===== src/rtl/iccm_arb_pkg.sv =====
// Shared types and defaults for the ICCM/DCCM two-port arbiter.
package iccm_arb_pkg;

  typedef enum logic {PORT_A = 1'b0, PORT_B = 1'b1} port_e;

  localparam int DEF_AW        = 10;
  localparam int DEF_DW        = 32;
  localparam int DEF_MAX_BURST = 8;

  // Request payload carried from either port to the RAM pin mux
  typedef struct packed {
    logic                  we;
    logic [DEF_AW-1:0]     addr;
    logic [DEF_DW-1:0]     wdata;
    logic [DEF_DW/8-1:0]   wmask;
  } mem_req_t;

endpackage


===== src/rtl/iccm_port_arbiter_if.sv =====
// Requester A/B handshakes plus the DFFRAM pin bundle for the arbiter.
interface iccm_port_arbiter_if #(
  parameter int AW = 10,
  parameter int DW = 32
);
  logic            prio_a_i;
  logic            a_req_i, a_we_i, a_gnt_o, a_rvalid_o;
  logic [AW-1:0]   a_addr_i;
  logic [DW-1:0]   a_wdata_i, a_rdata_o;
  logic [DW/8-1:0] a_wmask_i;
  logic            b_req_i, b_we_i, b_gnt_o, b_rvalid_o;
  logic [AW-1:0]   b_addr_i;
  logic [DW-1:0]   b_wdata_i, b_rdata_o;
  logic [DW/8-1:0] b_wmask_i;
  logic            ram_en_o;
  logic [DW/8-1:0] ram_we_o;
  logic [AW-1:0]   ram_addr_o;
  logic [DW-1:0]   ram_wdata_o, ram_rdata_i;

  modport slave (
    input  prio_a_i,
    input  a_req_i, a_we_i, a_addr_i, a_wdata_i, a_wmask_i,
    output a_gnt_o, a_rvalid_o, a_rdata_o,
    input  b_req_i, b_we_i, b_addr_i, b_wdata_i, b_wmask_i,
    output b_gnt_o, b_rvalid_o, b_rdata_o,
    output ram_en_o, ram_we_o, ram_addr_o, ram_wdata_o,
    input  ram_rdata_i
  );

  modport master (
    output prio_a_i,
    output a_req_i, a_we_i, a_addr_i, a_wdata_i, a_wmask_i,
    input  a_gnt_o, a_rvalid_o, a_rdata_o,
    output b_req_i, b_we_i, b_addr_i, b_wdata_i, b_wmask_i,
    input  b_gnt_o, b_rvalid_o, b_rdata_o,
    input  ram_en_o, ram_we_o, ram_addr_o, ram_wdata_o,
    output ram_rdata_i
  );
endinterface


===== src/rtl/rr_arb2.sv =====
// Two-input arbiter: round-robin on ties, with an A-priority mode and a
// fairness override that hands one tie to B.
module rr_arb2
  import iccm_arb_pkg::*;
(
  input  logic       clk_i,
  input  logic       rst_i,
  input  logic [1:0] req,
  input  logic       prio_a,
  input  logic       force_b,
  output logic [1:0] gnt
);

  port_e last_grant, last_grant_d;

  always_ff @(posedge clk_i or posedge rst_i)
    if (rst_i) last_grant <= PORT_B;
    else       last_grant <= last_grant_d;

  always_comb begin
    gnt          = req;
    last_grant_d = last_grant;
    if (&req) begin
      if (prio_a) gnt = force_b ? 2'b10 : 2'b01;
      else        gnt = (last_grant == PORT_B) ? 2'b01 : 2'b10;
    end
    if (gnt[0])      last_grant_d = PORT_A;
    else if (gnt[1]) last_grant_d = PORT_B;
  end

endmodule


===== src/rtl/iccm_port_arbiter.sv =====
// Shares one single-port DFFRAM between the UART programmer (A) and the
// TL-UL adapter (B); zero-cycle grant, one-cycle read return.
module iccm_port_arbiter
  import iccm_arb_pkg::*;
#(
  parameter int AW        = DEF_AW,
  parameter int DW        = DEF_DW,
  parameter int MAX_BURST = DEF_MAX_BURST
) (
  input  logic                clk_i,
  input  logic                rst_i,
  iccm_port_arbiter_if.slave  bus
);

  logic [1:0] req, gnt;
  logic       force_b, prio_q, rsp_vld;
  port_e      rsp_port;
  logic [7:0] a_streak, a_streak_d;
  mem_req_t   req_a, req_b, sel;

  // Gating with reset keeps every output at 0 while reset is held
  assign req     = {bus.b_req_i, bus.a_req_i} & {2{~rst_i}};
  assign force_b = bus.prio_a_i && (a_streak == 8'(MAX_BURST));

  rr_arb2 u_arb (
    .clk_i   (clk_i),
    .rst_i   (rst_i),
    .req     (req),
    .prio_a  (bus.prio_a_i),
    .force_b (force_b),
    .gnt     (gnt)
  );

  assign bus.a_gnt_o = gnt[0];
  assign bus.b_gnt_o = gnt[1];

  // Streak only grows while B is actually being held off in priority mode
  always_comb begin
    a_streak_d = a_streak;
    if (!bus.b_req_i || (bus.prio_a_i != prio_q) || gnt[1]) a_streak_d = '0;
    else if (bus.prio_a_i && gnt[0])                        a_streak_d = a_streak + 8'd1;
  end

  always_ff @(posedge clk_i or posedge rst_i)
    if (rst_i) begin
      a_streak <= '0;
      prio_q   <= 1'b0;
    end else begin
      a_streak <= a_streak_d;
      prio_q   <= bus.prio_a_i;
    end

  assign req_a = '{we: bus.a_we_i, addr: bus.a_addr_i, wdata: bus.a_wdata_i, wmask: bus.a_wmask_i};
  assign req_b = '{we: bus.b_we_i, addr: bus.b_addr_i, wdata: bus.b_wdata_i, wmask: bus.b_wmask_i};

  always_comb begin
    sel = '0;
    if (gnt[0])      sel = req_a;
    else if (gnt[1]) sel = req_b;
  end

  assign bus.ram_en_o    = |gnt;
  assign bus.ram_we_o    = sel.we ? sel.wmask : '0;
  assign bus.ram_addr_o  = sel.addr;
  assign bus.ram_wdata_o = sel.wdata;

  always_ff @(posedge clk_i or posedge rst_i)
    if (rst_i) begin
      rsp_vld  <= 1'b0;
      rsp_port <= PORT_A;
    end else begin
      rsp_vld  <= (|gnt) && !sel.we;
      rsp_port <= gnt[1] ? PORT_B : PORT_A;
    end

  assign bus.a_rvalid_o = rsp_vld && (rsp_port == PORT_A);
  assign bus.b_rvalid_o = rsp_vld && (rsp_port == PORT_B);
  assign bus.a_rdata_o  = bus.a_rvalid_o ? bus.ram_rdata_i : '0;
  assign bus.b_rdata_o  = bus.b_rvalid_o ? bus.ram_rdata_i : '0;

endmodule


===== src/flat_wrapper.sv =====
// flat-port wrapper written by rule: the top's interface ports become plain ports
module iccm_port_arbiter_flat import iccm_arb_pkg::*;
#(
  parameter int AW        = DEF_AW,
  parameter int DW        = DEF_DW,
  parameter int MAX_BURST = DEF_MAX_BURST
)
  (clk_i, rst_i, bus_prio_a_i, bus_a_req_i, bus_a_we_i, bus_a_addr_i, bus_a_wdata_i, bus_a_wmask_i, bus_a_gnt_o, bus_a_rvalid_o, bus_a_rdata_o, bus_b_req_i, bus_b_we_i, bus_b_addr_i, bus_b_wdata_i, bus_b_wmask_i, bus_b_gnt_o, bus_b_rvalid_o, bus_b_rdata_o, bus_ram_en_o, bus_ram_we_o, bus_ram_addr_o, bus_ram_wdata_o, bus_ram_rdata_i);
  iccm_port_arbiter_if #(.AW(AW), .DW(DW)) bus_i ();
  input  logic clk_i;
  input  logic rst_i;
  input wire logic [$bits(bus_i.prio_a_i)-1:0] bus_prio_a_i;
  input wire logic [$bits(bus_i.a_req_i)-1:0] bus_a_req_i;
  input wire logic [$bits(bus_i.a_we_i)-1:0] bus_a_we_i;
  input wire logic [$bits(bus_i.a_addr_i)-1:0] bus_a_addr_i;
  input wire logic [$bits(bus_i.a_wdata_i)-1:0] bus_a_wdata_i;
  input wire logic [$bits(bus_i.a_wmask_i)-1:0] bus_a_wmask_i;
  output wire logic [$bits(bus_i.a_gnt_o)-1:0] bus_a_gnt_o;
  output wire logic [$bits(bus_i.a_rvalid_o)-1:0] bus_a_rvalid_o;
  output wire logic [$bits(bus_i.a_rdata_o)-1:0] bus_a_rdata_o;
  input wire logic [$bits(bus_i.b_req_i)-1:0] bus_b_req_i;
  input wire logic [$bits(bus_i.b_we_i)-1:0] bus_b_we_i;
  input wire logic [$bits(bus_i.b_addr_i)-1:0] bus_b_addr_i;
  input wire logic [$bits(bus_i.b_wdata_i)-1:0] bus_b_wdata_i;
  input wire logic [$bits(bus_i.b_wmask_i)-1:0] bus_b_wmask_i;
  output wire logic [$bits(bus_i.b_gnt_o)-1:0] bus_b_gnt_o;
  output wire logic [$bits(bus_i.b_rvalid_o)-1:0] bus_b_rvalid_o;
  output wire logic [$bits(bus_i.b_rdata_o)-1:0] bus_b_rdata_o;
  output wire logic [$bits(bus_i.ram_en_o)-1:0] bus_ram_en_o;
  output wire logic [$bits(bus_i.ram_we_o)-1:0] bus_ram_we_o;
  output wire logic [$bits(bus_i.ram_addr_o)-1:0] bus_ram_addr_o;
  output wire logic [$bits(bus_i.ram_wdata_o)-1:0] bus_ram_wdata_o;
  input wire logic [$bits(bus_i.ram_rdata_i)-1:0] bus_ram_rdata_i;
  assign bus_i.prio_a_i = bus_prio_a_i;
  assign bus_i.a_req_i = bus_a_req_i;
  assign bus_i.a_we_i = bus_a_we_i;
  assign bus_i.a_addr_i = bus_a_addr_i;
  assign bus_i.a_wdata_i = bus_a_wdata_i;
  assign bus_i.a_wmask_i = bus_a_wmask_i;
  assign bus_a_gnt_o = bus_i.a_gnt_o;
  assign bus_a_rvalid_o = bus_i.a_rvalid_o;
  assign bus_a_rdata_o = bus_i.a_rdata_o;
  assign bus_i.b_req_i = bus_b_req_i;
  assign bus_i.b_we_i = bus_b_we_i;
  assign bus_i.b_addr_i = bus_b_addr_i;
  assign bus_i.b_wdata_i = bus_b_wdata_i;
  assign bus_i.b_wmask_i = bus_b_wmask_i;
  assign bus_b_gnt_o = bus_i.b_gnt_o;
  assign bus_b_rvalid_o = bus_i.b_rvalid_o;
  assign bus_b_rdata_o = bus_i.b_rdata_o;
  assign bus_ram_en_o = bus_i.ram_en_o;
  assign bus_ram_we_o = bus_i.ram_we_o;
  assign bus_ram_addr_o = bus_i.ram_addr_o;
  assign bus_ram_wdata_o = bus_i.ram_wdata_o;
  assign bus_i.ram_rdata_i = bus_ram_rdata_i;
  iccm_port_arbiter #(.AW(AW), .DW(DW), .MAX_BURST(MAX_BURST)) u_core (.clk_i(clk_i), .rst_i(rst_i), .bus(bus_i));
endmodule

===== config.mk =====
export PLATFORM = sky130hd
export DESIGN_NAME = iccm_port_arbiter_flat
export DESIGN_NICKNAME = d
export VERILOG_FILES = /design/src/rtl/iccm_arb_pkg.sv /design/src/rtl/iccm_port_arbiter_if.sv /design/src/rtl/rr_arb2.sv /design/src/rtl/iccm_port_arbiter.sv /design/src/flat_wrapper.sv
export SDC_FILE = /design/constraint.sdc
export NUM_CORES = 1
export LEC_CHECK = 0
export CAP_MARGIN = 10
export CORE_AREA = 2 2 96 98
export CTS_CLUSTER_SIZE = 20
export DETAILED_ROUTE_END_ITERATION = 6
export DIE_AREA = 0 0 98 100
export PLACE_DENSITY = 0.66
export SKIP_LAST_GASP = 1
export SYNTH_ARGS = -nofsm -noshare
export SYNTH_HDL_FRONTEND = slang
export SYNTH_SLANG_ARGS = --single-unit

===== constraint.sdc =====
create_clock -name clk_i -period 5.35 [get_ports clk_i]
set_input_delay 1.605 -clock clk_i [delete_from_list [all_inputs] [get_ports clk_i]]
set_output_delay 1.605 -clock clk_i [all_outputs]
set_load 0.005 [all_outputs]

==> impl_metrics.json <==
{
  "insertion_delay_ps": 240,
  "cp.arrival_ps": 3680,
  "slew_viol_final": 0,
  "initial_core_util_pct": 18.8,
  "finalSetupViolations": 0,
  "path_common_cell": "clkdlybuf4s50_1",
  "cts_buffers": 3,
  "grt_pass1_vias": 2651,
  "timing.rr.start": "u_core.a_streak[0]",
  "drc_errors": 0,
  "holdPathEnd": "u_core.u_arb.last_grant",
  "cts_buffer_depth": 2,
  "clk_pin_slew_worst_paths_ps": 50,
  "root_buffer": "clkbuf_8",
  "io_pins": 246,
  "finalCritPeriodShare_pct": 98.7,
  "fmax_mhz": 189,
  "hold_path_depth": 2,
  "synth-simple-area-share_pct": 38.7,
  "grt_usage_pct": 16.5,
  "rows": 35,
  "syn_inst": 207,
  "grt_setup_unrepaired": "yes",
  "cpLargestDelayFamily": "buffers and inverters",
  "finalNonFillerCells": 559,
  "dp_slack_ps": 50.0,
  "synth_compound_area_share_pct": 30.3,
  "worstPathMaxFanout": 31,
  "antenna_found_initial": 0,
  "vias": 2600,
  "grt_max_degree": 35,
  "hold_violations": 0,
  "seq_area_frac_synth_pct": 18.0,
  "drtPass1Iterations": 4,
  "grt_pass1_wl_um": 13200,
  "yosys_register_bits": 12,
  "cts_sinks": 12,
  "dp_cells": 555,
  "hold_class": "reg -> reg",
  "rr_endpoint": "u_core.a_streak[4]",
  "clock-skew-final_ps": 5.14,
  "drive_gt1_share_pct": 5.36,
  "setup_slack_ps": 67.4,
  "layout.nets": 582,
  "hold_path.startpoint": "u_core.u_arb.last_grant",
  "cap_violations": 0,
  "critPathSlowestCell": "clkdlybuf4s50_1",
  "synth-adder-area-share_pct": 1.50,
  "synth_mux_area_share_pct": 0,
  "dieArea_um2": 9800,
  "whs_ps": 495,
  "wire_per_inst_um": 15.7,
  "required_ps": 3740,
  "synth_top_family_by_area": "simple AND/OR/NAND/NOR gates",
  "drtAntennaViolNets": 0,
  "port_buffers": 245,
  "synth.avg_cell_area_um2": 8.08,
  "r2r_cells": 7,
  "fin_crit_ps": 5280,
  "vias_per_cell": 4.65,
  "r2r_slack_ps": 3160,
  "routed_wirelength_um": 8780,
  "critPathLaunchType": "input pin",
  "yosysTopAreaCellShare_pct": 23.6,
  "cpPeakStageDelay_ps": 500,
  "post_cts_buffers": 0,
  "critPathKind": "in -> out",
  "syn-num-nets": 340,
  "synth-xor-area-share_pct": 3.67,
  "cp_cell_sequence": "clkdlybuf4s50_1 -> nor4b_4 -> o2bb2ai_1 -> buf_4 -> a21oi_4 -> buf_12 -> a22o_1 -> clkdlybuf4s50_1",
  "setup_tns_ps": 0,
  "cp-end-kind": "output port",
  "dr.first_iter.drc_count": 38,
  "synth.distinct_cells": 40,
  "outcome": "complete, no violations",
  "cts_tree": "built",
  "syn_area_um2": 1670,
  "syn_to_final_growth_pct": 160,
  "cp.buffers_inverters": 4,
  "fin_area_um2": 4340,
  "synth_top_cell_by_area": "a22o_1",
  "power_leakage_nw": 1.76,
  "synth.area.top_cells": "a22o_1, dfrtp_1, and2_1, and3_1, clkbuf_1",
  "dpl.hpwl_um": 7380,
  "power_density_nw_per_um2": 111,
  "relSlewSlack_pct": 44.3,
  "place_congestion": 0.878,
  "core-area_um2": 8890,
  "placed_area_um2": 4280,
  "ir_worst_vdd_mv": 0.0675,
  "ys_warn_count": 0,
  "insertedDiodeCount": 0,
  "chipHeight_um": 100,
  "fp.dieW_um": 98,
  "htree_levels": 1,
  "grt_overflow_total": 0,
  "tightest_slew_ps": 835
}
-- cell families after synthesis --
group                      Yosys count
adders and majority gates            2
and+or+nand+nor                     99
xor gates and xnor gates             7
AOI/OAI and AO/OA                   61
DFF                                 12
buffers and inverters               26
-- cells in the mapped netlist (all sizes together) --
library cell / number
a22o: 45
and2: 33
and3: 32
clkbuf: 14
dfrtp: 11
nor2: 9
buf: 6
inv: 6
xnor2: 6
a21oi: 5
nand2: 5
a211oi: 3
nor3: 3
ha: 2
nand3: 2
nand4: 2
nor4b: 2
nor4bb: 2
o211ai: 2
o21ai: 2
and3b: 1
dfstp: 1
nand2b: 1
nand3b: 1
nand4bb: 1
nor2b: 1
nor3b: 1
nor4: 1
o21bai: 1
o22a: 1
o2bb2ai: 1
o31ai: 1
or4: 1
or4b: 1
xor2: 1
-- report_power, final --
group	internal, W	total, W	switching (W)
combinational	0.000195	0.000279	0.0000845
sequential	0.0000945	0.000104	0.00000914
clock	0.0000651	0.000100	0.0000354
total	0.000354	0.000483	0.000129
-- worst max path at each step --
stage | startpoint | end | slack (ps) | depth (start not counted)
4_1_cts | bus_prio_a_i | bus_ram_wdata_o[7] | 50 | 8
6_report | bus_prio_a_i | bus_ram_wdata_o[7] | 70 | 8
3_5_place_dp | bus_prio_a_i | bus_ram_wdata_o[7] | 50 | 8
5_1_grt | bus_prio_a_i | bus_ram_wdata_o[20] | -10 | 8
2_1_floorplan | rst_i | bus_ram_addr_o[2] | 970 | 5
3_3_place_gp | bus_prio_a_i | bus_ram_wdata_o[7] | 50 | 8
-- cell type report --
| type | count | area (µm²) |
|---|---|---|
| Inverter | 6 | 22.5 |
| Timing Repair Buffer | 257 | 2570 |
| Tap cell | 111 | 139 |
| Clock buffer | 4 | 55.1 |
| Sequential cell | 12 | 302 |
| Multi-Input combinational cell | 169 | 1250 |
| Fill cell | 859 | 4550 |
-- sequential cells by signal, summed over array words and instances, names as in the netlist --
| register | cells |
|---|---|
| u_core.a_streak | 8 |
| u_core.rsp_port | 1 |
| u_core.u_arb.last_grant | 1 |
| u_core.rsp_vld | 1 |
| u_core.prio_q | 1 |
-- per-layer routing --
layer | vias to the layer above | routed length [µm] | share of wire, % | global-route usage, %
li1 | 1257 | - | - | -
met1 | 1174 | 3390 | 39 | 18.5
met2 | 161 | 4500 | 51 | 31.6
met3 | 8 | 800 | 9.1 | 3.90
met4 | 0 | 87 | 0.99 | 3.31
met5 | - | 0 | 0 | 0
-- layout by cell type, fill, tap and decap left out, types with 2 or more instances in the layout --
cell type | synthesis | layout
a211oi_1 | 3 | 2
a21oi_1 | 3 | 3
a22o_1 | 45 | 45
and2_1 | 33 | 33
and3_1 | 32 | 32
buf_12 | 0 | 2
buf_4 | 0 | 10
clkbuf_8 | 0 | 4
clkdlybuf4s50_1 | 0 | 245
dfrtp_1 | 11 | 11
ha_1 | 2 | 2
inv_1 | 6 | 6
nand2_1 | 5 | 5
nand3_1 | 2 | 2
nand4_1 | 2 | 2
nor2_1 | 9 | 9
nor3_1 | 3 | 3
o211ai_1 | 2 | 2
xnor2_1 | 6 | 6
-- tightest hold or removal path, cell delays in order, from the launching register on --
cell and delay, ps:
dfstp_2 380, inv_1 50, o21bai_1 60
-- what timing repair did --
action / 4_1_cts / 5_1_grt
setup endpoints to repair: 0 / 6
gates resized for setup: 0 / 1
hold buffers: 0 / 0
-- per-stage QoR --
stage | total power, W | util, %
CTS | 0.000487 | 48.7
detailed placement | 0.000385 | 48.1
global placement | 0.000385 | 48.1
floorplan | 0.000178 | -
global route | 0.000513 | 48.8
finish | 0.000483 | 48.8
Power figures use the tool's default switching activity.
